[src/rtl/pe_ctrl_pkg.sv]
`default_nettype none
// ============================================================================
// pe_ctrl_pkg : shared state encoding and default array size for pe_array_ctrl
// Revision    : 1.0
// ============================================================================
package pe_ctrl_pkg;

  localparam int C_DEFAULT_N = 4;

  typedef enum logic [2:0] {
    IDLE   = 3'd0,
    LOAD_W = 3'd1,
    STREAM = 3'd2,
    DRAIN  = 3'd3,
    DONE   = 3'd4
  } state_t;

endpackage
`default_nettype wire

[src/rtl/pe_array_ctrl.sv]
`default_nettype none
// ============================================================================
// pe_array_ctrl : sequences weight load, input streaming and drain of an
//                 N x N systolic pe array
// Revision      : 1.0
// ============================================================================
module pe_array_ctrl
  import pe_ctrl_pkg::*;
#(
  parameter int N      = C_DEFAULT_N,
  parameter int VCNT_W = 8
) (
  input  logic              clk,
  input  logic              reset_n,
  input  logic              cmd_valid,
  output logic              cmd_ready,
  input  logic [VCNT_W-1:0] cmd_vectors,
  input  logic              cmd_reload_w,
  input  logic              w_valid,
  output logic              w_ready,
  output logic [N-1:0]      load_weight_row,
  input  logic              x_valid,
  output logic              x_ready,
  output logic              pe_start,
  output logic              x_bubble,
  output logic              busy,
  output logic              done
);

  localparam int C_ROW_W = (N > 1) ? $clog2(N) : 1;
  localparam int C_DRN_W = $clog2(2 * N);
  localparam logic [C_ROW_W-1:0] C_ROW_LAST = C_ROW_W'(N - 1);
  localparam logic [C_DRN_W-1:0] C_DRN_LAST = C_DRN_W'(2 * N - 2);
  localparam logic [N-1:0]       C_ONE      = N'(1);

  state_t              r_state;
  state_t              w_next_state;
  logic [C_ROW_W-1:0]  r_row_cnt;
  logic [VCNT_W-1:0]   r_vec_left;
  logic [C_DRN_W-1:0]  r_drain_cnt;

  always_ff @(posedge clk or negedge reset_n) begin
    if (!reset_n) begin
      r_state     <= IDLE;
      r_row_cnt   <= '0;
      r_vec_left  <= '0;
      r_drain_cnt <= '0;
    end else begin
      r_state <= w_next_state;
      case (r_state)
        IDLE:   if (cmd_valid) r_vec_left <= cmd_vectors;
        LOAD_W: if (w_valid)
                  r_row_cnt <= (r_row_cnt == C_ROW_LAST) ? '0 : r_row_cnt + 1'b1;
        STREAM: if (x_valid) r_vec_left <= r_vec_left - 1'b1;
        DRAIN:  r_drain_cnt <= (r_drain_cnt == C_DRN_LAST) ? '0 : r_drain_cnt + 1'b1;
        default: ;
      endcase
    end
  end

  // Handshake-qualified strobes are decoded combinationally so a row or
  // vector is consumed in the very cycle its valid is seen.
  always_comb begin
    w_next_state    = r_state;
    cmd_ready       = 1'b0;
    w_ready         = 1'b0;
    load_weight_row = '0;
    x_ready         = 1'b0;
    pe_start        = 1'b0;
    x_bubble        = 1'b0;
    done            = 1'b0;
    busy            = (r_state != IDLE);
    case (r_state)
      IDLE: begin
        cmd_ready = 1'b1;
        if (cmd_valid) begin
          if (cmd_reload_w)            w_next_state = LOAD_W;
          else if (cmd_vectors != '0)  w_next_state = STREAM;
          else                         w_next_state = DONE;
        end
      end
      LOAD_W: begin
        w_ready = 1'b1;
        if (w_valid) begin
          load_weight_row = C_ONE << r_row_cnt;
          if (r_row_cnt == C_ROW_LAST)
            w_next_state = (r_vec_left != '0) ? STREAM : DONE;
        end
      end
      STREAM: begin
        x_ready  = 1'b1;
        pe_start = x_valid;
        if (x_valid && (r_vec_left == VCNT_W'(1))) w_next_state = DRAIN;
      end
      DRAIN: begin
        pe_start = 1'b1;
        x_bubble = 1'b1;
        if (r_drain_cnt == C_DRN_LAST) w_next_state = DONE;
      end
      DONE: begin
        done         = 1'b1;
        w_next_state = IDLE;
      end
      default: w_next_state = IDLE;
    endcase
  end

endmodule
`default_nettype wire

[config.mk]
export PLATFORM = sky130hd
export DESIGN_NAME = pe_array_ctrl
export DESIGN_NICKNAME = d
export VERILOG_FILES = /design/src/rtl/pe_ctrl_pkg.sv /design/src/rtl/pe_array_ctrl.sv
export SDC_FILE = /design/constraint.sdc
export NUM_CORES = 1
export LEC_CHECK = 0
export ABC_CLOCK_PERIOD_IN_PS = 1800
export BUFFER_PORTS_ARGS = -buffer_cell sky130_fd_sc_hd__clkbuf_2
export CAP_MARGIN = 20
export CELL_PAD_IN_SITES_DETAIL_PLACEMENT = 1
export CELL_PAD_IN_SITES_GLOBAL_PLACEMENT = 1
export CORE_MARGIN = 2
export CORE_UTILIZATION = 35
export DETAILED_ROUTE_END_ITERATION = 12
export GPL_ROUTABILITY_DRIVEN = 0
export GPL_TIMING_DRIVEN = 0
export PLACE_DENSITY_LB_ADDON = 0.12
export RECOVER_POWER = 25
export SLEW_MARGIN = 30
export SYNTH_ARGS = -nofsm -noshare
export SYNTH_HDL_FRONTEND = slang
export SYNTH_SLANG_ARGS = --single-unit
[constraint.sdc]
create_clock -name clk -period 1.8 [get_ports clk]
set_clock_uncertainty 0.15 [all_clocks]
set_input_delay 0.36 -clock clk [delete_from_list [all_inputs] [get_ports clk]]
set_output_delay 0.36 -clock clk [all_outputs]
set_load 0.05 [all_outputs]
==> results.py <==
metrics = {
    "routing": {
        "via_count": 1258,
        "first_pass_iters": 4,
        "vias_per_cell": 5.67,
        "wl_um": 4360,
        "drtAntennaViolNets": 0,
        "wl_per_cell_um": 19.6,
        "drt-initial-drc-count": 47,
        "drc": 0,
    },
    "global_route": {
        "grt_pass1_vias": 1373,
        "overflow": 0,
        "grtUsageTotal_pct": 25.3,
        "antenna_found_initial": 0,
        "grt_max_degree": 17,
        "grt_pass1_wl_um": 6780,
    },
    "yosys": {
        "synthMuxAreaShare_pct": 2.73,
        "syn_avg_cell_area_sq_um": 8.95,
        "yosysUniqueCellTypes": 45,
        "synth_compound_area_share_pct": 23.1,
        "async_flop_share_pct": 100,
        "synthCells": 128,
        "synthAdderAreaFrac_pct": 7.64,
        "synth_ff_type": "dfrtp_1",
        "ys_seq_area_share_pct": 34.9,
        "synth_top_family_by_area": "simple AND/OR/NAND/NOR gates",
        "synth_edf_count": 0,
        "synthSimpleGateAreaFrac_pct": 23.3,
        "synthXorXnorAreaFrac_pct": 0,
        "syn_area_sq_um": 1150,
        "ys_warn_count": 0,
        "syn-num-nets": 149,
        "ys_seq_elements": 16,
    },
    "worst_hold_path": {
        "hold_class": "input pin to flop",
        "worstHoldStart": "cmd_vectors[0]",
    },
    "power": {
        "leakage_nw": 0.851,
        "ir_drop_v": 0.000791,
        "power_density_nw_per_um2": 2010,
    },
    "placement": {
        "dp_cells": 196,
        "hpwl_um": 2480,
        "io_buffers": 24,
    },
    "sta": {
        "max_slew_margin_pct": 35.1,
        "final-setup-viol-count": 20,
        "hold_viol": 0,
        "report.final.slew_viol_count": 0,
        "setup_ws_ps": -294,
        "worst_pin_slew_ps": 973,
        "rsz0062_at_grt": "true",
        "min_period_over_period_pct": 116,
        "fmax_mhz": 478,
        "fin_crit_ps": 2090,
    },
    "outcome": {
        "status": "finished with violations",
        "violations": "setup timing",
    },
    "floorplan": {
        "rows": 20,
        "dieArea_sq_um": 3750,
        "die_w_um": 61.2,
        "die_y_um": 61.2,
        "boundaryPins": 25,
        "coreArea_sq_um": 3080,
        "initial_utilization_pct": 37.2,
    },
    "clock_network": {
        "cts_tree": "done",
        "clockBufferDepth": 2,
        "clkTransAtPathRegs_ps": 100,
        "cts_root_buffer": "clkbuf_4",
        "clkLatencyLatePin_ps": 290,
        "h-tree-depth": 1,
        "cts_buffers": 3,
        "clock_sinks": 16,
    },
    "final_layout": {
        "final_cell_mix": "16 x dfrtp_1, 13 x buf_4, 12 x buf_6, 12 x clkbuf_2, 11 x nor2_1",
        "fin_cells": 222,
        "antenna_cells": 0,
        "final_common_cell": "dfrtp_1",
        "layout-drive-gt1-share_pct": 45.5,
        "fin_util_pct": 62.3,
        "area.growth.synth_to_final_pct": 67.2,
        "nets": 201,
    },
    "worst_setup_path": {
        "path_max_fanout": 6,
        "required_ps": 1290,
        "start_kind": "flop",
        "worstPathArrival_ps": 1580,
        "r2r_start": "r_state[0]$_DFFE_PN0P_",
        "startpoint": "r_state[0]$_DFFE_PN0P_",
        "worst-setup-path-type": "flop to output port",
        "end_kind": "output port",
    },
    "flow_run": {
        "drv_cap": 0,
    },
}
## final cells by class
class	instances	area, sq um
inverters	8	38.8
repair buffers	48	538
clock buffers	3	22.5
multi-input cells	96	776
fillers	350	1160
plain buffers	7	86.3
flip-flops and latches	16	400
well taps	44	55.1
## Yosys cell counts, types with 2 or more instances
cell type | count | area (sq um)
a31oi_1 | 2 | 12.5
ha_1 | 7 | 87.6
o21ai_1 | 4 | 20.0
a21oi_1 | 9 | 45.0
a41oi_1 | 3 | 26.3
buf_2 | 4 | 20.0
nor3_1 | 2 | 10.0
mux2i_1 | 2 | 20.0
o21bai_1 | 2 | 15.0
nor3b_1 | 2 | 15.0
o21ai_0 | 6 | 30.0
or3_1 | 4 | 25.0
nor2_1 | 11 | 41.3
nand2_1 | 7 | 26.3
dfrtp_1 | 16 | 400
inv_1 | 7 | 26.3
nor4_1 | 2 | 12.5
buf_6 | 4 | 45.0
nand3_1 | 3 | 15.0
and3_1 | 6 | 37.5
## what timing repair did
action / in CTS / in global routing
buffers inserted: 15 / 5
hold endpoints to repair: 16 / 0
pin swaps: 11 / 8
endpoints found under the setup margin: 13 / 21
cloned: 3 / 0
gates resized for setup: 51 / 15
hold buffers: 1 / 0
## power by group
part           switching, mW  internal [mW]
Clock                  0.126         0.0779
Sequential             0.229          0.533
Combinational           1.43           1.45
## layer usage
metal / vias up / GRT usage [%] / wire (um)
li1: 574 / - / -
met4: 0 / 13.0 / 107
met2: 38 / 44.5 / 2310
met3: 10 / 2.10 / 151
met1: 636 / 30.8 / 1790
met5: - / 0 / 0
## flip-flops by register name (all words and copies together), names as in the netlist
| signal | cells |
|---|---|
| r_vec_left | 8 |
| r_drain_cnt | 3 |
| r_row_cnt | 2 |
| r_state | 3 |
## logic make-up (layout without fill, tap and decap cells)
family	after synthesis	in the layout
flip-flops	16	16
AO/OA/AOI/OAI	39	39
multiplexers	3	3
adder cells (fa/ha/maj)	7	7
buffers and inverters	16	66
AND/OR/NAND/NOR	47	47
## worst paths after layout
check / to / slack, ps / depth (start not counted)
min in group asynchronous: r_state[0]$_DFFE_PN0P_ / 570 / 2
max reg2reg: r_vec_left[4]$_DFFE_PN0P_ / -120 / 6
min: r_vec_left[0]$_DFFE_PN0P_ / 180 / 3
max in group asynchronous: r_vec_left[7]$_DFFE_PN0P_ / 330 / 2
min reg2reg: r_drain_cnt[2]$_DFFE_PN0P_ / 430 / 1
max: pe_start / -290 / 5
## stage by stage
stage	power [mW]	setup slack [ps]	area [sq um]	setup TNS, ps	hold WS [ps]
CTS	3.49	-284	1810	-2840	166
floorplan	2.06	-352	1180	-1430	-85.6
detailed placement	2.48	-107	1360	-397	179
global placement	2.39	-103	1360	-219	174
finish	3.85	-294	1920	-2960	177
global route	4.08	-334	1920	-4050	204
## worst max-delay path: stages, from the launching register on
cell and delay [ps]:
dfrtp_1 420, buf_6 140, or3b_4 390, clkinv_4 70, a21o_4 110, clkbuf_16 150
Note: power is estimated with default switching activity, not from simulation.
